$ cat src/rtl/julia_iter_ctrl_if.sv
// ---------------------------------------------------------------------------
// julia_iter_ctrl_if
// Bundles the three links of the Julia iteration controller:
//   pixel request  : pix_valid/pix_ready, pix_x, pix_y, cr, ci
//   step calculator: calc_enable, calc_x/y/cr/ci out; calc_end, calc_wx/wy/res in
//   result         : res_valid/res_ready, res_iter, res_escaped
//                    (+ res_cycles when JULIA_CYCLE_CNT_EN is defined)
// Modports: slave  = the controller itself
//           master = the surrounding environment (source, calculator, sink)
// ---------------------------------------------------------------------------
interface julia_iter_ctrl_if #(
    parameter int ITER_W = 8
);
    logic                     pix_valid;
    logic                     pix_ready;
    logic signed [31:0]       pix_x;
    logic signed [31:0]       pix_y;
    logic signed [31:0]       cr;
    logic signed [31:0]       ci;

    logic                     calc_enable;
    logic signed [31:0]       calc_x;
    logic signed [31:0]       calc_y;
    logic signed [31:0]       calc_cr;
    logic signed [31:0]       calc_ci;
    logic                     calc_end;
    logic signed [31:0]       calc_wx;
    logic signed [31:0]       calc_wy;
    logic signed [31:0]       calc_res;

    logic                     res_valid;
    logic                     res_ready;
    logic [ITER_W-1:0]        res_iter;
    logic                     res_escaped;
`ifdef JULIA_CYCLE_CNT_EN
    logic [31:0]              res_cycles;
`endif

    modport slave (
        input  pix_valid, pix_x, pix_y, cr, ci,
        input  calc_end, calc_wx, calc_wy, calc_res,
        input  res_ready,
        output pix_ready,
        output calc_enable, calc_x, calc_y, calc_cr, calc_ci,
`ifdef JULIA_CYCLE_CNT_EN
        output res_cycles,
`endif
        output res_valid, res_iter, res_escaped
    );

    modport master (
        output pix_valid, pix_x, pix_y, cr, ci,
        output calc_end, calc_wx, calc_wy, calc_res,
        output res_ready,
        input  pix_ready,
        input  calc_enable, calc_x, calc_y, calc_cr, calc_ci,
`ifdef JULIA_CYCLE_CNT_EN
        input  res_cycles,
`endif
        input  res_valid, res_iter, res_escaped
    );
endinterface

$ cat src/rtl/julia_iter_ctrl.sv
// ---------------------------------------------------------------------------
// julia_iter_ctrl
// Per-pixel iteration controller wrapped around the Julia single-step
// calculator. Accepts a pixel and constant c, iterates z <- f(z) through the
// calculator until |z|^2 escapes or MAX_ITER steps are done, then hands the
// 1-based iteration count downstream over a valid/ready handshake.
// Ports:
//   clk    - system clock, rising edge
//   rst_n  - asynchronous active-low reset (aborts any pixel in flight)
//   bus    - julia_iter_ctrl_if.slave (pixel request, calculator, result)
// Optional: define JULIA_CYCLE_CNT_EN to add bus.res_cycles, the number of
//   cycles from the accept cycle (exclusive) to the first res_valid cycle
//   (inclusive), saturating at 32'hFFFFFFFF.
// ---------------------------------------------------------------------------
module julia_iter_ctrl #(
    parameter int                 MAX_ITER  = 255,
    parameter int                 ITER_W    = 8,
    parameter logic signed [31:0] ESC_LIMIT = 32'sd4000000
) (
    input  logic              clk,
    input  logic              rst_n,
    julia_iter_ctrl_if.slave  bus
);

    typedef enum logic [2:0] {
        S_IDLE,
        S_RUN,
        S_CHECK,
        S_CLR,
        S_DONE
    } state_t;

    state_t             r_state;
    logic [ITER_W-1:0]  r_cnt;
    logic signed [31:0] r_wx;
    logic signed [31:0] r_wy;
    logic signed [31:0] r_res;

    logic               r_pix_ready;
    logic               r_calc_en;
    logic signed [31:0] r_calc_x;
    logic signed [31:0] r_calc_y;
    logic signed [31:0] r_calc_cr;
    logic signed [31:0] r_calc_ci;
    logic               r_res_valid;
    logic [ITER_W-1:0]  r_res_iter;
    logic               r_res_esc;

    // A negative |z|^2 can only come from multiplier overflow, so it counts
    // as escape just like exceeding the limit.
    logic w_escaped;
    assign w_escaped = (r_res > ESC_LIMIT) || (r_res < 32'sd0);

`ifdef JULIA_CYCLE_CNT_EN
    logic [31:0] r_cyc;
    logic [31:0] r_res_cycles;
    logic [31:0] w_cyc_inc;
    assign w_cyc_inc = (r_cyc == 32'hFFFF_FFFF) ? r_cyc : r_cyc + 32'd1;
    assign bus.res_cycles = r_res_cycles;
`endif

    always_ff @(posedge clk or negedge rst_n) begin
        if (!rst_n) begin
            r_state     <= S_IDLE;
            r_cnt       <= '0;
            r_wx        <= '0;
            r_wy        <= '0;
            r_res       <= '0;
            r_pix_ready <= 1'b1;
            r_calc_en   <= 1'b0;
            r_calc_x    <= '0;
            r_calc_y    <= '0;
            r_calc_cr   <= '0;
            r_calc_ci   <= '0;
            r_res_valid <= 1'b0;
            r_res_iter  <= '0;
            r_res_esc   <= 1'b0;
`ifdef JULIA_CYCLE_CNT_EN
            r_cyc        <= '0;
            r_res_cycles <= '0;
`endif
        end else begin
`ifdef JULIA_CYCLE_CNT_EN
            // r_cyc holds the index of the current cycle counted from accept
            if (r_state == S_RUN || r_state == S_CHECK || r_state == S_CLR)
                r_cyc <= w_cyc_inc;
`endif
            unique case (r_state)
                S_IDLE: begin
                    if (bus.pix_valid && r_pix_ready) begin
                        r_calc_x    <= bus.pix_x;
                        r_calc_y    <= bus.pix_y;
                        r_calc_cr   <= bus.cr;
                        r_calc_ci   <= bus.ci;
                        r_cnt       <= '0;
                        r_pix_ready <= 1'b0;
                        r_calc_en   <= 1'b1;
                        r_state     <= S_RUN;
`ifdef JULIA_CYCLE_CNT_EN
                        r_cyc       <= 32'd1;
`endif
                    end
                end
                S_RUN: begin
                    if (bus.calc_end) begin
                        r_wx      <= bus.calc_wx;
                        r_wy      <= bus.calc_wy;
                        r_res     <= bus.calc_res;
                        r_cnt     <= r_cnt + 1'b1;
                        r_calc_en <= 1'b0;
                        r_state   <= S_CHECK;
                    end
                end
                S_CHECK: begin
                    if (w_escaped || r_cnt == ITER_W'(MAX_ITER)) begin
                        // escape takes priority when both happen on one step
                        r_res_valid <= 1'b1;
                        r_res_iter  <= r_cnt;
                        r_res_esc   <= w_escaped;
                        r_state     <= S_DONE;
`ifdef JULIA_CYCLE_CNT_EN
                        r_res_cycles <= w_cyc_inc;
`endif
                    end else begin
                        r_calc_x <= r_wx;
                        r_calc_y <= r_wy;
                        r_state  <= S_CLR;
                    end
                end
                S_CLR: begin
                    // let the calculator's start latch drop before re-enabling
                    if (!bus.calc_end) begin
                        r_calc_en <= 1'b1;
                        r_state   <= S_RUN;
                    end
                end
                S_DONE: begin
                    if (bus.res_ready) begin
                        r_res_valid <= 1'b0;
                        r_pix_ready <= 1'b1;
                        r_state     <= S_IDLE;
                    end
                end
                default: r_state <= S_IDLE;
            endcase
        end
    end

    assign bus.pix_ready   = r_pix_ready;
    assign bus.calc_enable = r_calc_en;
    assign bus.calc_x      = r_calc_x;
    assign bus.calc_y      = r_calc_y;
    assign bus.calc_cr     = r_calc_cr;
    assign bus.calc_ci     = r_calc_ci;
    assign bus.res_valid   = r_res_valid;
    assign bus.res_iter    = r_res_iter;
    assign bus.res_escaped = r_res_esc;

endmodule

$ cat src/flat_wrapper.sv
// flat-port wrapper written by rule: the top's interface ports become plain ports
module julia_iter_ctrl_flat 
#(
    parameter int                 MAX_ITER  = 255,
    parameter int                 ITER_W    = 8,
    parameter logic signed [31:0] ESC_LIMIT = 32'sd4000000
)
  (clk, rst_n, bus_pix_valid, bus_pix_x, bus_pix_y, bus_cr, bus_ci, bus_calc_end, bus_calc_wx, bus_calc_wy, bus_calc_res, bus_res_ready, bus_pix_ready, bus_calc_enable, bus_calc_x, bus_calc_y, bus_calc_cr, bus_calc_ci, bus_res_valid, bus_res_iter, bus_res_escaped);
  julia_iter_ctrl_if #(.ITER_W(ITER_W)) bus_i ();
  input  logic clk;
  input  logic rst_n;
  input wire logic [$bits(bus_i.pix_valid)-1:0] bus_pix_valid;
  input wire logic [$bits(bus_i.pix_x)-1:0] bus_pix_x;
  input wire logic [$bits(bus_i.pix_y)-1:0] bus_pix_y;
  input wire logic [$bits(bus_i.cr)-1:0] bus_cr;
  input wire logic [$bits(bus_i.ci)-1:0] bus_ci;
  input wire logic [$bits(bus_i.calc_end)-1:0] bus_calc_end;
  input wire logic [$bits(bus_i.calc_wx)-1:0] bus_calc_wx;
  input wire logic [$bits(bus_i.calc_wy)-1:0] bus_calc_wy;
  input wire logic [$bits(bus_i.calc_res)-1:0] bus_calc_res;
  input wire logic [$bits(bus_i.res_ready)-1:0] bus_res_ready;
  output wire logic [$bits(bus_i.pix_ready)-1:0] bus_pix_ready;
  output wire logic [$bits(bus_i.calc_enable)-1:0] bus_calc_enable;
  output wire logic [$bits(bus_i.calc_x)-1:0] bus_calc_x;
  output wire logic [$bits(bus_i.calc_y)-1:0] bus_calc_y;
  output wire logic [$bits(bus_i.calc_cr)-1:0] bus_calc_cr;
  output wire logic [$bits(bus_i.calc_ci)-1:0] bus_calc_ci;
  output wire logic [$bits(bus_i.res_valid)-1:0] bus_res_valid;
  output wire logic [$bits(bus_i.res_iter)-1:0] bus_res_iter;
  output wire logic [$bits(bus_i.res_escaped)-1:0] bus_res_escaped;
  assign bus_i.pix_valid = bus_pix_valid;
  assign bus_i.pix_x = bus_pix_x;
  assign bus_i.pix_y = bus_pix_y;
  assign bus_i.cr = bus_cr;
  assign bus_i.ci = bus_ci;
  assign bus_i.calc_end = bus_calc_end;
  assign bus_i.calc_wx = bus_calc_wx;
  assign bus_i.calc_wy = bus_calc_wy;
  assign bus_i.calc_res = bus_calc_res;
  assign bus_i.res_ready = bus_res_ready;
  assign bus_pix_ready = bus_i.pix_ready;
  assign bus_calc_enable = bus_i.calc_enable;
  assign bus_calc_x = bus_i.calc_x;
  assign bus_calc_y = bus_i.calc_y;
  assign bus_calc_cr = bus_i.calc_cr;
  assign bus_calc_ci = bus_i.calc_ci;
  assign bus_res_valid = bus_i.res_valid;
  assign bus_res_iter = bus_i.res_iter;
  assign bus_res_escaped = bus_i.res_escaped;
  julia_iter_ctrl #(.MAX_ITER(MAX_ITER), .ITER_W(ITER_W), .ESC_LIMIT(ESC_LIMIT)) u_core (.clk(clk), .rst_n(rst_n), .bus(bus_i));
endmodule
$ cat config.mk
export PLATFORM = sky130hd
export DESIGN_NAME = julia_iter_ctrl_flat
export DESIGN_NICKNAME = d
export VERILOG_FILES = /design/src/rtl/julia_iter_ctrl_if.sv /design/src/rtl/julia_iter_ctrl.sv /design/src/flat_wrapper.sv
export SDC_FILE = /design/constraint.sdc
export NUM_CORES = 1
export LEC_CHECK = 0
export ABC_AREA = 0
export BUFFER_PORTS_ARGS = -buffer_cell sky130_fd_sc_hd__buf_4
export CAP_MARGIN = 0
export CORE_MARGIN = 10
export CORE_UTILIZATION = 50
export DETAILED_ROUTE_END_ITERATION = 10
export PLACE_DENSITY = 0.9
export SLEW_MARGIN = 10
export SYNTH_ARGS = -nofsm -noshare
export SYNTH_HDL_FRONTEND = slang
export SYNTH_SLANG_ARGS = --single-unit
$ cat constraint.sdc
create_clock -name clk -period 3.3 [get_ports clk]
set_input_delay 0 -clock clk [delete_from_list [all_inputs] [get_ports clk]]
set_output_delay 0 -clock clk [all_outputs]
set_load 0.01 [all_outputs]
==> flow_summary.json <==
{
  "status": "complete, no violations",
  "async_reset_ff_frac": 1.00,
  "setup_violations": 0,
  "io_pins": 369,
  "cts.clk_slew.worst_paths_ns": 0.07,
  "rows": 53,
  "wirelength_um": 43300,
  "power_mw": 12.3,
  "syn-num-nets": 1361,
  "gp_congestion": 0.842,
  "vias": 11000,
  "cts_setup_buffers": 0,
  "antenna_found_initial": 10,
  "initial_core_util": 0.506,
  "die_w_um": 165,
  "crit_path_start_kind": "register",
  "rsz0062_at_grt": "false",
  "drive_gt1_frac": 0.289,
  "wire_per_inst_um": 21.5,
  "drtPass1Iterations": 6,
  "tritoncts": "built",
  "die_area_mm2": 0.0274,
  "cp_data_arrival_time_ns": 3.15,
  "grt_start_max_net_pins": 103,
  "hold_buffers": 228,
  "fin_skew_ns": 0.0222,
  "numCtsBuffers": 26,
  "slowest_stage": "or4_4",
  "maxSlewHeadroom": 0.365,
  "cts_resized": 0,
  "synth.most_common_cell": "nand2_1",
  "place_ws_ns": 0.633,
  "grt_pass1_wl_um": 66300,
  "port_buffers": 368,
  "clock_sinks": 247,
  "leakage_nw": 9.01,
  "grt_pass1_vias": 12200,
  "syn-instance-count": 1131,
  "drc": 0,
  "cts-root-buf": "clkbuf_16",
  "layout_setup_ws_ns": 0.539,
  "core_area_mm2": 0.0209,
  "track_usage": 0.307,
  "synth_top_area_cell": "dfrtp_1",
  "cp_max_fo": 64,
  "critPathBufInv": 1,
  "synth.area.top_cells": "dfrtp_1 (58%), nand2_1 (24%), mux2_4 (8.5%)",
  "period_needed_ns": 2.76,
  "slew_viol_final": 0,
  "power.density_mw_per_mm2": 735,
  "required_ns": 3.69,
  "synth_top_area_frac": 0.582,
  "netlist_area_mm2": 0.0106,
  "critPathKind": "register to register",
  "endpoint_kind": "register",
  "syn_avg_cell_area_um2": 9.35,
  "synth_edf_count": 0,
  "final.setup.tns_ns": 0,
  "via_per_inst": 5.46,
  "max_freq_mhz": 362,
  "drv_cap": 0,
  "syn2layout_area_growth_pct": 58.1,
  "worstSkewPairLatency_ns": 0.53,
  "layout.nets": 1940,
  "htree_levels": 1,
  "synth_cell_types": 44,
  "vdd.ir_drop.worst_mv": 0.487,
  "worst_pin_slew_ns": 0.952,
  "first_iter_violations": 1127,
  "overflow": 0,
  "path_cells": "or4_4, nor3_2, a2111oi_1, nor4b_4, buf_12, mux2_1",
  "finalHoldViolations": 0,
  "cp_top_family": "simple AND/OR/NAND/NOR gates",
  "cts_buffer_depth": 3,
  "synth_commonest_cells": "nand2_1 (686), dfrtp_1 (246), mux2_4 (60)",
  "synth-warning-count": 0,
  "min_path_type": "input port to asynchronous set/reset pin",
  "ant_nets": 0,
  "synth.yosys.seq_area_share": 0.585,
  "period_share": 0.837,
  "max_stage_delay_ns": 0.57,
  "hpwl_um": 23700,
  "ys_seq_elements": 247,
  "die_y_um": 165,
  "ys.flop_type": "dfrtp_1"
}
cell usage in the layout (no fill, tap or decap), types with 2 or more instances in the layout:
cell / Yosys / layout
nand2_1: 686 / 685
buf_4: 0 / 379
dfrtp_1: 246 / 246
dlygate4sd3_1: 0 / 228
mux2_4: 60 / 60
clkbuf_16: 0 / 26
diode_2: 0 / 12
mux2_1: 10 / 10
nor2_1: 9 / 9
clkinv_2: 0 / 7
a21oi_1: 6 / 6
nand3_1: 6 / 6
clkbuf_8: 0 / 6
clkbuf_1: 42 / 5
o21ai_1: 4 / 4
and3_1: 3 / 3
or4_1: 3 / 3
o21ai_0: 3 / 3
buf_12: 6 / 3
nand4_1: 2 / 2
mux2i_1: 2 / 2
a21o_1: 2 / 2
o22a_1: 2 / 2
bufinv_16: 0 / 2
state kept, by name, summed over array words and instances (netlist names), 3 cells and up:
signal / cells
u_core.bus.calc_ci: 32
u_core.bus.calc_cr: 32
u_core.bus.calc_x: 32
u_core.bus.calc_y: 32
u_core.r_res: 32
u_core.r_wx: 32
u_core.r_wy: 32
u_core.bus.res_iter: 8
u_core.r_cnt: 8
u_core.r_state: 3
through the flow:
stage | util | hold slack, ns | area, µm² | instances
6_report | 0.801 | 0.0495 | 16700 | 2017
5_1_grt | 0.801 | 0.151 | 16700 | 2017
4_1_cts | 0.799 | 0.136 | 16700 | 2005
3_5_place_dp | 0.648 | 0.101 | 13500 | 1729
3_3_place_gp | 0.648 | 0.0810 | 13500 | 1729
2_1_floorplan | - | -0.296 | 10600 | 1131
final cells by class:
type                       count  area [µm²]
clock inverter                11         120
antenna                       12        30.0
fill                        1017        4170
clock buffer                  37         752
multi-input combinational    824        4090
sequential                   247        6180
timing repair buffer         611        5200
tap                          275         344
worst paths after layout:
check                                          to  slack (ns)                   start  cells after the start
max                          u_core.bus.calc_x[0]        0.54        u_core.r_res[14]                      6
min reg2reg                u_core.bus.calc_cr[28]        0.47  u_core.bus.calc_cr[28]                      2
max in group asynchronous   u_core.bus.calc_ci[6]        2.21                   rst_n                      3
min                         u_core.bus.calc_y[29]        0.05                   rst_n                      2
max reg2reg                  u_core.bus.calc_x[0]        0.54        u_core.r_res[14]                      6
min in group clk                 u_core.r_res[22]        0.21        bus_calc_res[22]                      4
worst reg2reg max path: cells and delay by family, from the launching register on:
kind                   cells  cell delay, ns
muxes                      1            0.48
DFF                        1            0.39
and+or+nand+nor            3            1.16
buffers and inverters      1            0.43
AOI/OAI and AO/OA          1            0.16
cell families after synthesis:
group,after synthesis,synth area share
buffers and inverters,60,0.0312
DFF,247,0.585
AOI/OAI and AO/OA,24,0.0155
muxes,73,0.0988
xor gates and xnor gates,2,0.00166
and+or+nand+nor,724,0.267
adders and majority gates,1,0.00118
per-layer routing:
metal,GRT usage,part of all wire
met5,0,0
met4,0.178,0.059
met3,0.102,0.11
met2,0.515,0.48
met1,0.332,0.34
power breakdown:
group	switching (mW)	internal, mW	total (mW)
clock network	1.23	1.75	2.97
registers	0.938	4.28	5.22
logic	2.08	2.02	4.09
total	4.24	8.05	12.3
Note: power is estimated with default switching activity, not from simulation.
